### config.mk
export PLATFORM = sky130hd
export DESIGN_NAME = eight_bit_serial_subtractor
export DESIGN_NICKNAME = d
export VERILOG_FILES = /design/src/rtl/eight_bit_serial_subtractor.sv
export SDC_FILE = /design/constraint.sdc
export NUM_CORES = 1
export LEC_CHECK = 0
export ABC_AREA = 1
export BUFFER_PORTS_ARGS = -buffer_cell sky130_fd_sc_hd__buf_4
export CORE_MARGIN = 2
export CORE_UTILIZATION = 38
export CTS_CLUSTER_SIZE = 28
export DETAILED_ROUTE_END_ITERATION = 7
export PLACE_DENSITY = 0.54
export RECOVER_POWER = 50
export SLEW_MARGIN = 20
export SYNTH_ARGS = -nofsm -noshare
export SYNTH_HDL_FRONTEND = slang
export SYNTH_SLANG_ARGS = --single-unit
### constraint.sdc
create_clock -name clk -period 1.65 [get_ports clk]
set_input_delay 0 -clock clk [delete_from_list [all_inputs] [get_ports clk]]
set_output_delay 0 -clock clk [all_outputs]
set_load 0.02 [all_outputs]
### src/rtl/eight_bit_serial_subtractor.sv
// Bit-serial 8-bit subtractor: diff = x - y - bin, one bit per cycle, LSB first; optional ovf via SUB_OVERFLOW_EN.
// Latency: 8 edges from start acceptance to the one-cycle done pulse; results hold until the next done.
// Backpressure: none; start is accepted only in IDLE and is otherwise dropped, never queued.
module eight_bit_serial_subtractor (
  input  logic       clk,
  input  logic       reset,
  input  logic [7:0] x,
  input  logic [7:0] y,
  input  logic       bin,
  input  logic       start,
  output logic [7:0] diff,
  output logic       bout,
  output logic       busy,
`ifdef SUB_OVERFLOW_EN
  output logic       ovf,
`endif
  output logic       done
);

  typedef enum logic [1:0] {
    IDLE = 2'd0,
    RUN  = 2'd1,
    DONE = 2'd2
  } state_t;

  state_t     state, state_nxt;
  logic [7:0] a_sr, b_sr;
  logic [6:0] d_sr;
  logic       br;
  logic [2:0] cnt;

  logic a, b, d, br_nxt, last;

  assign a      = a_sr[0];
  assign b      = b_sr[0];
  assign d      = a ^ b ^ br;
  assign br_nxt = (~a & b) | (~(a ^ b) & br);
  assign last   = (cnt == 3'd7);

  always_comb begin
    state_nxt = state;
    case (state)
      IDLE:    if (start) state_nxt = RUN;
      RUN:     if (last)  state_nxt = DONE;
      DONE:    state_nxt = IDLE;
      default: state_nxt = IDLE;
    endcase
  end

  always_ff @(posedge clk or posedge reset) begin
    if (reset) state <= IDLE;
    else       state <= state_nxt;
  end

  always_ff @(posedge clk or posedge reset) begin
    if (reset) begin
      a_sr <= 8'h00;
      b_sr <= 8'h00;
      d_sr <= 7'h00;
      br   <= 1'b0;
      cnt  <= 3'd0;
      diff <= 8'h00;
      bout <= 1'b0;
      busy <= 1'b0;
      done <= 1'b0;
`ifdef SUB_OVERFLOW_EN
      ovf  <= 1'b0;
`endif
    end else begin
      busy <= (state_nxt == RUN);
      done <= (state_nxt == DONE);
      if (state == IDLE && start) begin
        a_sr <= x;
        b_sr <= y;
        br   <= bin;
        cnt  <= 3'd0;
      end else if (state == RUN) begin
        a_sr <= {1'b0, a_sr[7:1]};
        b_sr <= {1'b0, b_sr[7:1]};
        d_sr <= {d, d_sr[6:1]};
        br   <= br_nxt;
        cnt  <= cnt + 3'd1;
        // On the last bit a/b are the operand sign bits and d is the result sign bit.
        if (last) begin
          diff <= {d, d_sr};
          bout <= br_nxt;
`ifdef SUB_OVERFLOW_EN
          ovf  <= (a ^ b) & (a ^ d);
`endif
        end
      end
    end
  end

endmodule
After elaboration in Yosys (flattened, before gate mapping)
Cells that the tools add are included.

operators by class
  $add $sub $neg = 1
  equality and inequality tests = 4
  mux-type cells = 11
  bitwise gates (word level) = 8
  reduce and logical (&&, ||, !) cells = 5

operators with widths
  operator               count
  $mux W8                4
  $mux W3                2
  $eq A2 B1 Y1 const B   2
  $mux W2                2
  $pmux W2 S2            1
  $add A3 B1 Y3 const B  1
  $eq A3 B3 Y1 const B   1
  $not A1 Y1             3
  $reduce_and A3 Y1      1
  $and A1 B1 Y1          2
  $eq A2 B2 Y1 const B   1
  $logic_not A2 Y1       1
  $mux W1                2
  $reduce_and A2 Y1      1
  $reduce_bool A2 Y1     1
  $xor A1 B1 Y1          2
  $logic_and A1 B1 Y1    1
  $or A1 B1 Y1           1

storage, ports and cells
  register bits = 40
  bits of input ports = 20
  output and inout bits = 11
  logic and storage cells = 39

Longest topological paths before layout
  depth after elaboration = 6
  mapped depth = 6
  depth with buffers taken out = 6

Worst setup path after synthesis
No wires, ideal clock.

  kind = register to register
  from = register cnt[0]
  to = register diff[1]
  setup time = 65 ps
  arrival time = 1098 ps
  required time = 1585 ps
  setup slack = 487 ps
  cell stages (with the launch flop) = 7
  path buffers = 0
  period minus slack after synthesis = 1163 ps
  cells stage by stage = dfrtp_1 ha_1 ha_1 inv_1 nor2_2 nand2_1 nand2_1

between the ends
  cells in the longest elaborated chain, start to end = 2

ends and longest elaborated chain
  element                      RTL line  source
  from (decl)                  30        logic [2:0] cnt;
  from (signal assigned)       82        cnt <= cnt + 3'd1;
  $eq A3 B3 Y1                 38        assign last = (cnt == 3'd7);
  $reduce_and A3 Y1 (no line)  --
  to (signal assigned)         85        diff <= {d, d_sr};
  to (decl)                    11        output logic [7:0] diff,

No other way between the ends.
A chain may end at the register's enable or synchronous reset.

Final worst setup path
  from = register cnt[0]
  to = register diff[2]

The elaborated chain is that of the path after synthesis.

==> results.py <==
metrics = {
    "run_status": {
        "status": "finished clean",
    },
    "cells_and_area": {
        "drive_gt1_frac": 0.172,
        "antenna_cells": 0,
        "stdcell_count": 296,
        "final_nets": 266,
        "syn2layout_area_growth_pct": 33.3,
    },
    "critical_path": {
        "worst_setup_path_end_kind": "flip-flop",
        "cp_slowest_cell": "dfrtp_1",
        "critPathLaunchType": "flip-flop",
        "cp.arrival_ns": 1.62,
        "cp_cell_sequence": "ha_1 -> ha_1 -> inv_1 -> nor2_2 -> nand2_1 -> nand2_1",
        "slowest_delay_ns": 0.37,
        "crit_type": "reg -> reg",
        "cp_max_fo": 10,
        "critPathTopFamily": "simple AND/OR/NAND/NOR gates",
        "cp.required_ns": 1.88,
        "cp_num_buf_inv": 1,
    },
    "clocking": {
        "cts_resized": 0,
        "cts_tree": "built",
        "htree_levels": 2,
        "cts_max_path_buffers": 2,
        "holdBufCountCts": 18,
        "cts_sinks": 40,
        "clk_pin_slew_worst_paths_ns": 0.08,
        "cts_root_buf": "clkbuf_8",
        "post_cts_buffers": 0,
        "numCtsBuffers": 5,
        "clk_latency_ns": 0.29,
    },
    "place": {
        "place_ws_ns": 0.270,
        "globalplace.congestion": 0.757,
        "dp_cells": 270,
        "port_buffers": 30,
        "dp_hpwl_mm": 2.31,
    },
    "timing": {
        "rsz0062_at_grt": "no",
        "holdWs_ns": 0.0811,
        "finClkSkew_ns": 0.00800,
        "finalHoldViolCount": 0,
        "period_minus_slack_ns": 1.39,
        "period_share": 0.844,
        "maxSlewViolCount": 0,
        "worstMarginPinSlew_ns": 0.984,
        "relSlewSlack": 0.344,
        "setup_slack_ns": 0.258,
        "setup_viol": 0,
        "tns_ns": 0,
        "fmax_mhz": 718,
    },
    "yosys": {
        "synth_area_per_cell_um2": 8.89,
        "ys.flop_type": "dfrtp_1",
        "synthMuxAreaShare": 0,
        "synth_edf_count": 0,
        "synth_top_cell_by_area": "dfrtp_1",
        "syn_nets": 214,
        "synth_compound_area_frac": 0.0118,
        "synth_top_area_share": 0.590,
        "synth_cell_types": 15,
        "ys_warn_count": 0,
        "async_reset_ff_frac": 1.00,
        "ys_ff_latch": 40,
        "synth-simple-area-share": 0.327,
        "yosysMostFrequentCell": "nand2_1",
        "synth_area_leaders": "dfrtp_1 59%, nand2_1 16%, nand3_1 15%, buf_2 1.8%, ha_1 1.5%",
        "synth_top_family_by_area": "simple AND/OR/NAND/NOR gates",
        "synthAdderAreaFrac": 0.0265,
        "ys_seq_area_frac": 0.590,
        "syn_inst": 191,
        "ys_top_cells_by_count": "72 x nand2_1, 50 x nand3_1, 40 x dfrtp_1, 6 x buf_2, 6 x inv_1",
        "netlist_area_mm2": 0.00170,
        "synthXorXnorAreaFrac": 0,
    },
    "global_routing": {
        "grt_pass1_vias": 1455,
        "grt_overflow": 0,
        "grt_antenna_before_repair": 0,
        "grt_max_degree": 41,
        "grt_pass1_wl_mm": 6.42,
        "grt_usage": 0.159,
    },
    "die": {
        "die_w_um": 70.8,
        "die_h_um": 70.8,
        "io-pin-count": 31,
        "rows": 24,
        "core_mm2": 0.00432,
        "dieArea_mm2": 0.00502,
        "start_util": 0.393,
    },
    "pwr": {
        "total_leakage_power_nw": 1.16,
        "peakVddDrop_v": 0.000540,
        "power_density_mw_per_mm2": 1690,
        "finalPower_mw": 3.83,
    },
    "route": {
        "vias_per_cell": 4.82,
        "num_vias": 1428,
        "dr.pass1.iters": 3,
        "ant_nets": 0,
        "drt-total-wl_mm": 3.50,
        "wl_per_cell_um": 11.8,
        "drtIter0Drc": 38,
        "drc_errors": 0,
    },
    "job": {
        "max-cap-violations": 0,
    },
    "worst_hold_path": {
        "hold_class": "in -> reg",
    },
}
metal layers:
layer / global-route usage / vias up / part of all wire
li1: - / 722 / -
met1: 0.203 / 673 / 0.49
met2: 0.267 / 26 / 0.46
met3: 0.0299 / 7 / 0.030
met4: 0.0692 / 0 / 0.019
met5: 0 / - / 0
worst paths after layout:
kind	start	endpoint	slack (ns)	depth (start not counted)
min in group asynchronous	reset	a_sr[3]	0.57	4
max in group asynchronous	reset	d_sr[0]	0.47	4
worst max-delay path	cnt[0]	diff[2]	0.26	6
worst max register to register	cnt[0]	diff[2]	0.26	6
worst min register to register	diff[4]	diff[4]	0.47	2
worst min-delay path	start	a_sr[2]	0.08	3
power by group:
group / switching, mW / internal (mW)
sequential: 0.236 / 1.38
combinational: 0.837 / 0.536
clock: 0.346 / 0.495
total: 1.42 / 2.41
worst min-delay path: cells and delay by family:
family | cells | cell delay (ns)
buffers and inverters | 1 | 0.17
and+or+nand+nor | 2 | 0.16
stage by stage:
| stage | utilization | cell area, µm² |
|---|---|---|
| finish | 0.523 | 2260 |
| global route | 0.523 | 2260 |
| CTS | 0.529 | 2290 |
| detailed placement | 0.459 | 1990 |
| global placement | 0.459 | 1990 |
| floorplan | - | 1700 |
flip-flops by register name, indices dropped and copies added, names as in the netlist:
register,count
state,2
a_sr,8
done,1
busy,1
bout,1
d_sr,7
cnt,3
b_sr,8
br,1
diff,8
cell families after synthesis:
family                     after synthesis
DFF                                     40
adders and majority gates                3
and+or+nand+nor                        128
buffers and inverters                   16
AOI/OAI and AO/OA                        4
cell type report:
class	count	area, µm²
Sequential cell	40	1000
Clock inverter	2	38.8
Tap cell	52	65.1
Fill cell	420	2060
Timing Repair Buffer	55	433
Clock buffer	6	82.6
Inverter	6	22.5
Multi-Input combinational cell	135	621
cell usage in the layout (no fill, tap or decap), drive strengths merged:
master and instances:
dlygate4sd3 18, o21ai 4, buf 29, dfrtp 40
nor2 5, bufinv 1, inv 6, fa 1
clkinv 1, ha 2, clkbuf 14, nand3 50
nand2 73
Power figures use the tool's default switching activity.
